File: config.mk
export PLATFORM = sky130hd
export DESIGN_NAME = adc_period_meter
export DESIGN_NICKNAME = d
export VERILOG_FILES = /design/src/rtl/adc_meas_pkg.sv /design/src/rtl/schmitt_xdet.sv /design/src/rtl/adc_period_meter.sv
export SDC_FILE = /design/constraint.sdc
export NUM_CORES = 1
export LEC_CHECK = 0
export BUFFER_PORTS_ARGS = -buffer_cell sky130_fd_sc_hd__buf_2
export CORE_ASPECT_RATIO = 1.4
export CORE_MARGIN = 5
export CORE_UTILIZATION = 50
export DETAILED_ROUTE_END_ITERATION = 6
export GPL_TIMING_DRIVEN = 0
export PLACE_DENSITY = 0.69
export SYNTH_ARGS = -nofsm -noshare
export SYNTH_HDL_FRONTEND = slang
export SYNTH_SLANG_ARGS = --single-unit
File: constraint.sdc
create_clock -name clk -period 1.89 [get_ports clk]
set_input_delay 0.378 -clock clk [delete_from_list [all_inputs] [get_ports clk]]
set_output_delay 0.378 -clock clk [all_outputs]
set_load 0.05 [all_outputs]
File: src/rtl/adc_meas_pkg.sv
// ============================================================================
//  Module      : adc_meas_pkg
//  Description : Types and constants shared by the ADC period-measurement
//                path and the DDS/DAC side.
//  Revision    : 1.0 - initial release
// ============================================================================
`default_nettype none

package adc_meas_pkg;

    // Sample format shared with the DDS/DAC side
    localparam int DATA_W    = 12;
    localparam int MID_SCALE = 2048;

    // Measurement controller states
    typedef enum logic [1:0] {
        IDLE = 2'd0,
        ARM  = 2'd1,
        MEAS = 2'd2
    } meas_state_t;

endpackage

`default_nettype wire

File: src/rtl/schmitt_xdet.sv
// ============================================================================
//  Module      : schmitt_xdet
//  Description : Input sample register, hysteretic mid-scale comparator and
//                rising-crossing pulse generator. Sample-to-xr latency is two
//                clocks: one for the input register, one for the hysteresis
//                state.
//  Revision    : 1.0 - initial release
// ============================================================================
`default_nettype none

module schmitt_xdet #(
    parameter int DATA_W = 12,
    parameter int MID    = 2048,
    parameter int HYST   = 32
) (
    input  logic              clk,
    input  logic              rst_n,
    input  logic [DATA_W-1:0] adc_data,
    input  logic              adc_valid,
    output logic [DATA_W-1:0] sample,
    output logic              sample_vld,
    output logic              xr
);

    localparam int c_thr_hi = MID + HYST;
    localparam int c_thr_lo = MID - HYST;

    logic [DATA_W-1:0] r_sample;
    logic              r_sample_vld;
    logic              r_high;
    logic              r_xr;
    logic              w_above;
    logic              w_below;

    // Thresholds compared in signed int so MID-HYST below zero stays sane
    assign w_above = (int'({1'b0, r_sample}) >= c_thr_hi);
    assign w_below = (int'({1'b0, r_sample}) <= c_thr_lo);

    // Capture valid samples; the hysteresis state only moves on a fresh
    // sample so adc_valid=0 freezes the detector
    always_ff @(posedge clk or negedge rst_n) begin
        if (!rst_n) begin
            r_sample     <= '0;
            r_sample_vld <= 1'b0;
            r_high       <= 1'b0;
            r_xr         <= 1'b0;
        end else begin
            if (adc_valid) begin
                r_sample <= adc_data;
            end
            r_sample_vld <= adc_valid;
            r_xr         <= 1'b0;
            if (r_sample_vld) begin
                if (w_above) begin
                    r_high <= 1'b1;
                    r_xr   <= ~r_high;
                end else if (w_below) begin
                    r_high <= 1'b0;
                end
            end
        end
    end

    assign sample     = r_sample;
    assign sample_vld = r_sample_vld;
    assign xr         = r_xr;

endmodule

`default_nettype wire

File: src/rtl/adc_period_meter.sv
// ============================================================================
//  Module      : adc_period_meter
//  Description : Measures the clk-cycle span of NPER consecutive periods of
//                the sampled ADC signal, with a gap timeout. Optional peak
//                detector reports peak-to-peak amplitude of the window.
//                Optional feature macro: ADC_PEAK_DETECT_EN.
//  Revision    : 1.0 - initial release
// ============================================================================
`default_nettype none

module adc_period_meter #(
    parameter int          DATA_W      = adc_meas_pkg::DATA_W,
    parameter int          MID         = adc_meas_pkg::MID_SCALE,
    parameter int          HYST        = 32,
    parameter int          NPER        = 16,
    parameter int          CNT_W       = 32,
    parameter int unsigned TIMEOUT_CYC = 50_000_000
) (
    input  logic              clk,
    input  logic              rst_n,
    input  logic [DATA_W-1:0] adc_data,
    input  logic              adc_valid,
    input  logic              start,
    output logic              busy,
    output logic              done,
    output logic              timeout,
    output logic [CNT_W-1:0]  period_sum,
    output logic [DATA_W-1:0] vpp
);

    import adc_meas_pkg::*;

    localparam int                 c_k_w      = (NPER > 1) ? $clog2(NPER) : 1;
    localparam logic [c_k_w-1:0]   c_k_last   = c_k_w'(NPER - 1);
    localparam logic [CNT_W-1:0]   c_gap_last = CNT_W'(TIMEOUT_CYC - 32'd1);

    meas_state_t        r_state;
    meas_state_t        w_state_next;
    logic [CNT_W-1:0]   r_cyc;
    logic [CNT_W-1:0]   r_gap;
    logic [c_k_w-1:0]   r_k;
    logic               r_done;
    logic               r_timeout;
    logic [CNT_W-1:0]   r_period_sum;

    logic               w_xr;
    logic [DATA_W-1:0]  w_sample;
    logic               w_sample_vld;
    logic               w_gap_full;
    logic               w_arm;
    logic               w_finish_ok;
    logic               w_finish_to;

    schmitt_xdet #(
        .DATA_W (DATA_W),
        .MID    (MID),
        .HYST   (HYST)
    ) u_xdet (
        .clk        (clk),
        .rst_n      (rst_n),
        .adc_data   (adc_data),
        .adc_valid  (adc_valid),
        .sample     (w_sample),
        .sample_vld (w_sample_vld),
        .xr         (w_xr)
    );

    // Gap counter is about to reach TIMEOUT_CYC on this edge
    assign w_gap_full = (r_gap == c_gap_last);

    // State register
    always_ff @(posedge clk or negedge rst_n) begin
        if (!rst_n) begin
            r_state <= IDLE;
        end else begin
            r_state <= w_state_next;
        end
    end

    // Next-state and control strobes; a crossing beats a same-cycle timeout
    always_comb begin
        w_state_next = r_state;
        w_arm        = 1'b0;
        w_finish_ok  = 1'b0;
        w_finish_to  = 1'b0;
        case (r_state)
            IDLE: begin
                // start coinciding with the done pulse is dropped
                if (start && !r_done) begin
                    w_state_next = ARM;
                end
            end
            ARM: begin
                if (w_xr) begin
                    w_arm        = 1'b1;
                    w_state_next = MEAS;
                end else if (w_gap_full) begin
                    w_finish_to  = 1'b1;
                    w_state_next = IDLE;
                end
            end
            MEAS: begin
                if (w_xr && (r_k == c_k_last)) begin
                    w_finish_ok  = 1'b1;
                    w_state_next = IDLE;
                end else if (!w_xr && w_gap_full) begin
                    w_finish_to  = 1'b1;
                    w_state_next = IDLE;
                end
            end
            default: begin
                w_state_next = IDLE;
            end
        endcase
    end

    // Gap, period and crossing counters
    always_ff @(posedge clk or negedge rst_n) begin
        if (!rst_n) begin
            r_gap <= '0;
            r_cyc <= '0;
            r_k   <= '0;
        end else begin
            if ((r_state == IDLE) || w_xr) begin
                r_gap <= '0;
            end else begin
                r_gap <= r_gap + CNT_W'(1);
            end
            if (w_arm) begin
                r_cyc <= '0;
                r_k   <= '0;
            end else if (r_state == MEAS) begin
                r_cyc <= r_cyc + CNT_W'(1);
                if (w_xr) begin
                    r_k <= r_k + c_k_w'(1);
                end
            end
        end
    end

    // Result registers; they hold until the next done
    always_ff @(posedge clk or negedge rst_n) begin
        if (!rst_n) begin
            r_done       <= 1'b0;
            r_timeout    <= 1'b0;
            r_period_sum <= '0;
        end else begin
            r_done <= w_finish_ok | w_finish_to;
            if (w_finish_ok) begin
                r_period_sum <= r_cyc + CNT_W'(1);
                r_timeout    <= 1'b0;
            end else if (w_finish_to) begin
                r_period_sum <= '0;
                r_timeout    <= 1'b1;
            end
        end
    end

`ifdef ADC_PEAK_DETECT_EN
    logic [DATA_W-1:0] r_min;
    logic [DATA_W-1:0] r_max;
    logic [DATA_W-1:0] r_vpp;

    // Running min/max over the window, seeded from the arming sample
    always_ff @(posedge clk or negedge rst_n) begin
        if (!rst_n) begin
            r_min <= '0;
            r_max <= '0;
            r_vpp <= '0;
        end else begin
            if (w_arm) begin
                r_min <= w_sample;
                r_max <= w_sample;
            end else if ((r_state == MEAS) && w_sample_vld) begin
                if (w_sample < r_min) begin
                    r_min <= w_sample;
                end
                if (w_sample > r_max) begin
                    r_max <= w_sample;
                end
            end
            if (w_finish_ok) begin
                r_vpp <= r_max - r_min;
            end else if (w_finish_to) begin
                r_vpp <= '0;
            end
        end
    end

    assign vpp = r_vpp;
`else
    logic w_unused_peak;
    assign w_unused_peak = ^{w_sample, w_sample_vld};
    assign vpp           = '0;
`endif

    assign busy       = (r_state != IDLE);
    assign done       = r_done;
    assign timeout    = r_timeout;
    assign period_sum = r_period_sum;

endmodule

`default_nettype wire
==> reports/results.md <==
### Status
- **result of the run** finished, violations left
- **violations in the final reports** negative setup slack

### Yosys
- **number of enable-type register cells in the synthesized netlist** 0
- **primary flip-flop cell chosen by synthesis mapping** sky130_fd_sc_hd__dfrtp_1
- **Seq cells post-synth** 119
- **most area-consuming cells after synthesis** sky130_fd_sc_hd__dfrtp_1, sky130_fd_sc_hd__xnor2_1, sky130_fd_sc_hd__xor2_1, sky130_fd_sc_hd__nor2_1, sky130_fd_sc_hd__a22o_1
- **Yosys cell types** 52
- **most used standard cell by instance count after synthesis** sky130_fd_sc_hd__dfrtp_1
- **Avg Inst Size Synth** 10.4 µm²
- **Synth area leader** sky130_fd_sc_hd__dfrtp_1
- **Yosys top cell area share** 48.1%
- **sequential element share of the synthesized area** 48.1%
- **number of synthesis warnings** 0
- **list of most frequent post-synthesis cells** sky130_fd_sc_hd__dfrtp_1, sky130_fd_sc_hd__nor2_1, sky130_fd_sc_hd__xnor2_1, sky130_fd_sc_hd__nand2_1, sky130_fd_sc_hd__xor2_1
- **post-synth design cell area** 6190 µm²
- **fraction of synthesis flops using an asynchronous set or reset pin** 100%
- **post-synthesis instance total** 598

### Placed design
- **detailed placement HPWL** 9650 µm
- **number of port buffers** 50
- **cell area reported after detailed placement** 6710 µm²
- **weighted congestion at the end of routability-driven global placement** 0.820

### Cells and area
- **Diodes inserted** 0
- **Layout Nets** 747
- **cell area after layout** 7970 µm²
- **share of final-layout standard cells stronger than drive strength 1** 32.9%
- **Synth-to-Final Area Change** 28.8%

### Routing
- **number of iterations in the first detailed-routing pass** 5
- **Final ANT Viol Nets** 0
- **Iteration-0 DRC Markers** 226
- **WL final** 14800 µm
- **total via count in the routed design** 4917
- **per-cell via count in the routed design** 5.55
- **count of unresolved DRC violations after routing** 0
- **post-DR wirelength/cell** 16.7 µm

### Floorplanning
- **CORE AREA** 12300 µm²
- **die outline area** 14700 µm²
- **horizontal extent of the die** 104 µm
- **effective utilization at floorplan** 50.5%
- **row count** 48
- **ports placed on the boundary** 63
- **die height** 142 µm

### Pwr
- **Max rail drop VDD** 0.628 mV
- **Cell Pwr Density** 876 nW/µm²
- **total power** 0.00699 W
- **standby leakage power** 3.85 nW

### Timing
- **Tcrit/Tclk final** 107%
- **Final Max Slew Viols** 0
- **minimum clock period after layout** 2020 ps
- **Tightest Pin Transition** 563 ps
- **Final Hold Fails** 0
- **final worst-path setup slack** -129 ps
- **Relative slew margins** 62.5%
- **RSZ-0062 raised after global routing** yes
- **highest attainable clock frequency** 495 MHz
- **final number of setup-violating endpoints** 37
- **clock skew** 7.78 ps

### Global route
- **via count of the first global-routing pass** 5167
- **aggregate global-route resource usage** 20.4%
- **total congestion overflow** 0
- **number of antenna violations at the first check in global routing** 0
- **wire length of the first global-routing pass** 24600 µm
- **pin count of the biggest net entering global routing** 62

### Worst setup path
- **endpoint kind of the worst setup timing path** register
- **data arrival at the endpoint of the critical path** 2310 ps
- **kind of critical path** reg2reg
- **launch point of the worst reg-to-reg path** r_gap[8]
- **nature of the critical path startpoint** register
- **Worst Setup SP** r_gap[8]
- **CP Max Fanout** 10
- **data required time at the worst endpoint** 2180 ps

### CTS
- **CTS H-tree lvls** 4
- **CTS Sinks** 119
- **CTS tree** done
- **clock-pin transition on the worst setup and hold timing paths** 50 ps
- **Skew-Pair Late Insertion Delay** 410 ps
- **clock tree root buffer cell** sky130_fd_sc_hd__clkbuf_16
- **buffer depth of the longest clock path** 2
- **clock buffers created by TritonCTS** 17

### Hold path
- **Min-Delay Startpoint** adc_valid
- **Hold Crit Class** in2reg

### Job
- **Maximum Capacitance Violations** 0

## worst max-delay path, cell delays in order (launching register included)
cell and delay [ps]:
sky130_fd_sc_hd__dfrtp_1 390, sky130_fd_sc_hd__or4_4 550, sky130_fd_sc_hd__nor4_4 150, sky130_fd_sc_hd__nand4_2 160, sky130_fd_sc_hd__o21a_4 270, sky130_fd_sc_hd__buf_6 150, sky130_fd_sc_hd__a22o_1 230
## final timing paths
kind                                           to  slack [ps]  depth (start not counted)
worst max-delay path                period_sum[2]        -130                          6
worst min-delay path            u_xdet.sample_vld         130                          1
worst max register to register      period_sum[2]        -130                          6
worst min register to register          u_xdet.xr         480                          1
max in group asynchronous               r_gap[21]         690                          3
min in group asynchronous           period_sum[9]         510                          2
## sequential cells by signal (all words and copies together), names as in the netlist
signal and flops:
done 1, period_sum 32, r_cyc 32, r_gap 32, r_k 4, r_state 2
timeout 1, u_xdet.r_high 1, u_xdet.sample 12, u_xdet.sample_vld 1, u_xdet.xr 1
## kinds of logic after synthesis
logic type      Yosys count  share of synthesized area, %
other cells               1                        0.0606
compound gates           78                          8.99
buf+inv                  63                          5.27
fa+ha+maj                 6                          1.21
flops                   119                          48.1
mux                      13                          2.34
xor+xnor                 77                          10.9
simple gates            241                          23.1
## cell type report
class / count / area [µm²]
plain buffers: 40 / 299
clock buffers: 26 / 499
clock inverters: 4 / 20.0
fillers: 973 / 4280
inverters: 21 / 78.8
multi-input cells: 427 / 3200
flip-flops and latches: 119 / 3000
well taps: 150 / 188
repair buffers: 99 / 691
## routing by layer
| metal | part of all wire (%) | track usage (%) |
|---|---|---|
| met5 | 0 | 0 |
| met4 | 2.8 | 9.82 |
| met3 | 4.1 | 4.01 |
| met2 | 54 | 36.1 |
| met1 | 40 | 23.6 |
## cell usage in the layout, fill, tap and decap left out, types with 12 or more instances in the layout
| cell | n |
|---|---|
| sky130_fd_sc_hd__clkbuf_1 | 12 |
| sky130_fd_sc_hd__mux2_2 | 12 |
| sky130_fd_sc_hd__buf_2 | 50 |
| sky130_fd_sc_hd__and3_1 | 13 |
| sky130_fd_sc_hd__xor2_1 | 33 |
| sky130_fd_sc_hd__dfrtp_2 | 16 |
| sky130_fd_sc_hd__conb_1 | 12 |
| sky130_fd_sc_hd__clkbuf_16 | 17 |
| sky130_fd_sc_hd__nand4_1 | 23 |
| sky130_fd_sc_hd__nand2_1 | 34 |
| sky130_fd_sc_hd__xnor2_1 | 44 |
| sky130_fd_sc_hd__a22o_1 | 24 |
| sky130_fd_sc_hd__nand3_1 | 22 |
| sky130_fd_sc_hd__a21oi_1 | 16 |
| sky130_fd_sc_hd__dfrtp_1 | 103 |
| sky130_fd_sc_hd__inv_1 | 21 |
| sky130_fd_sc_hd__buf_4 | 59 |
| sky130_fd_sc_hd__nor2_1 | 61 |
## metrics by stage
| step | utilization [%] | TNS [ps] | setup slack (ps) | hold WS, ps | std cells |
|---|---|---|---|---|---|
| after floorplan | - | -1320 | -55.3 | 82.4 | 609 |
| after global placement | 54.5 | -135120 | -1040 | 448 | 809 |
| after detailed placement | 54.8 | -15470 | -433 | 387 | 810 |
| after CTS | 62.9 | -4460 | -169 | 122 | 870 |
| after global routing | 65.1 | -6080 | -189 | 127 | 886 |
| final | 65.1 | -2990 | -129 | 134 | 886 |
## timing repair
action,in CTS,in global routing
pin swaps,31,26
hold buffers,1,0
resized for setup,48,59
setup buffers,28,18
setup endpoints to repair,81,83
endpoints found under the hold margin,58,0
cloned,2,0
## report_power, final
group | switching (W) | internal [W] | leakage, nW | total (W)
sequential | 0.000155 | 0.00271 | 1.58 | 0.00286
clock | 0.00106 | 0.00179 | 0.260 | 0.00284
combinational | 0.000823 | 0.000461 | 2.01 | 0.00128
Power figures use the tool's default switching activity.
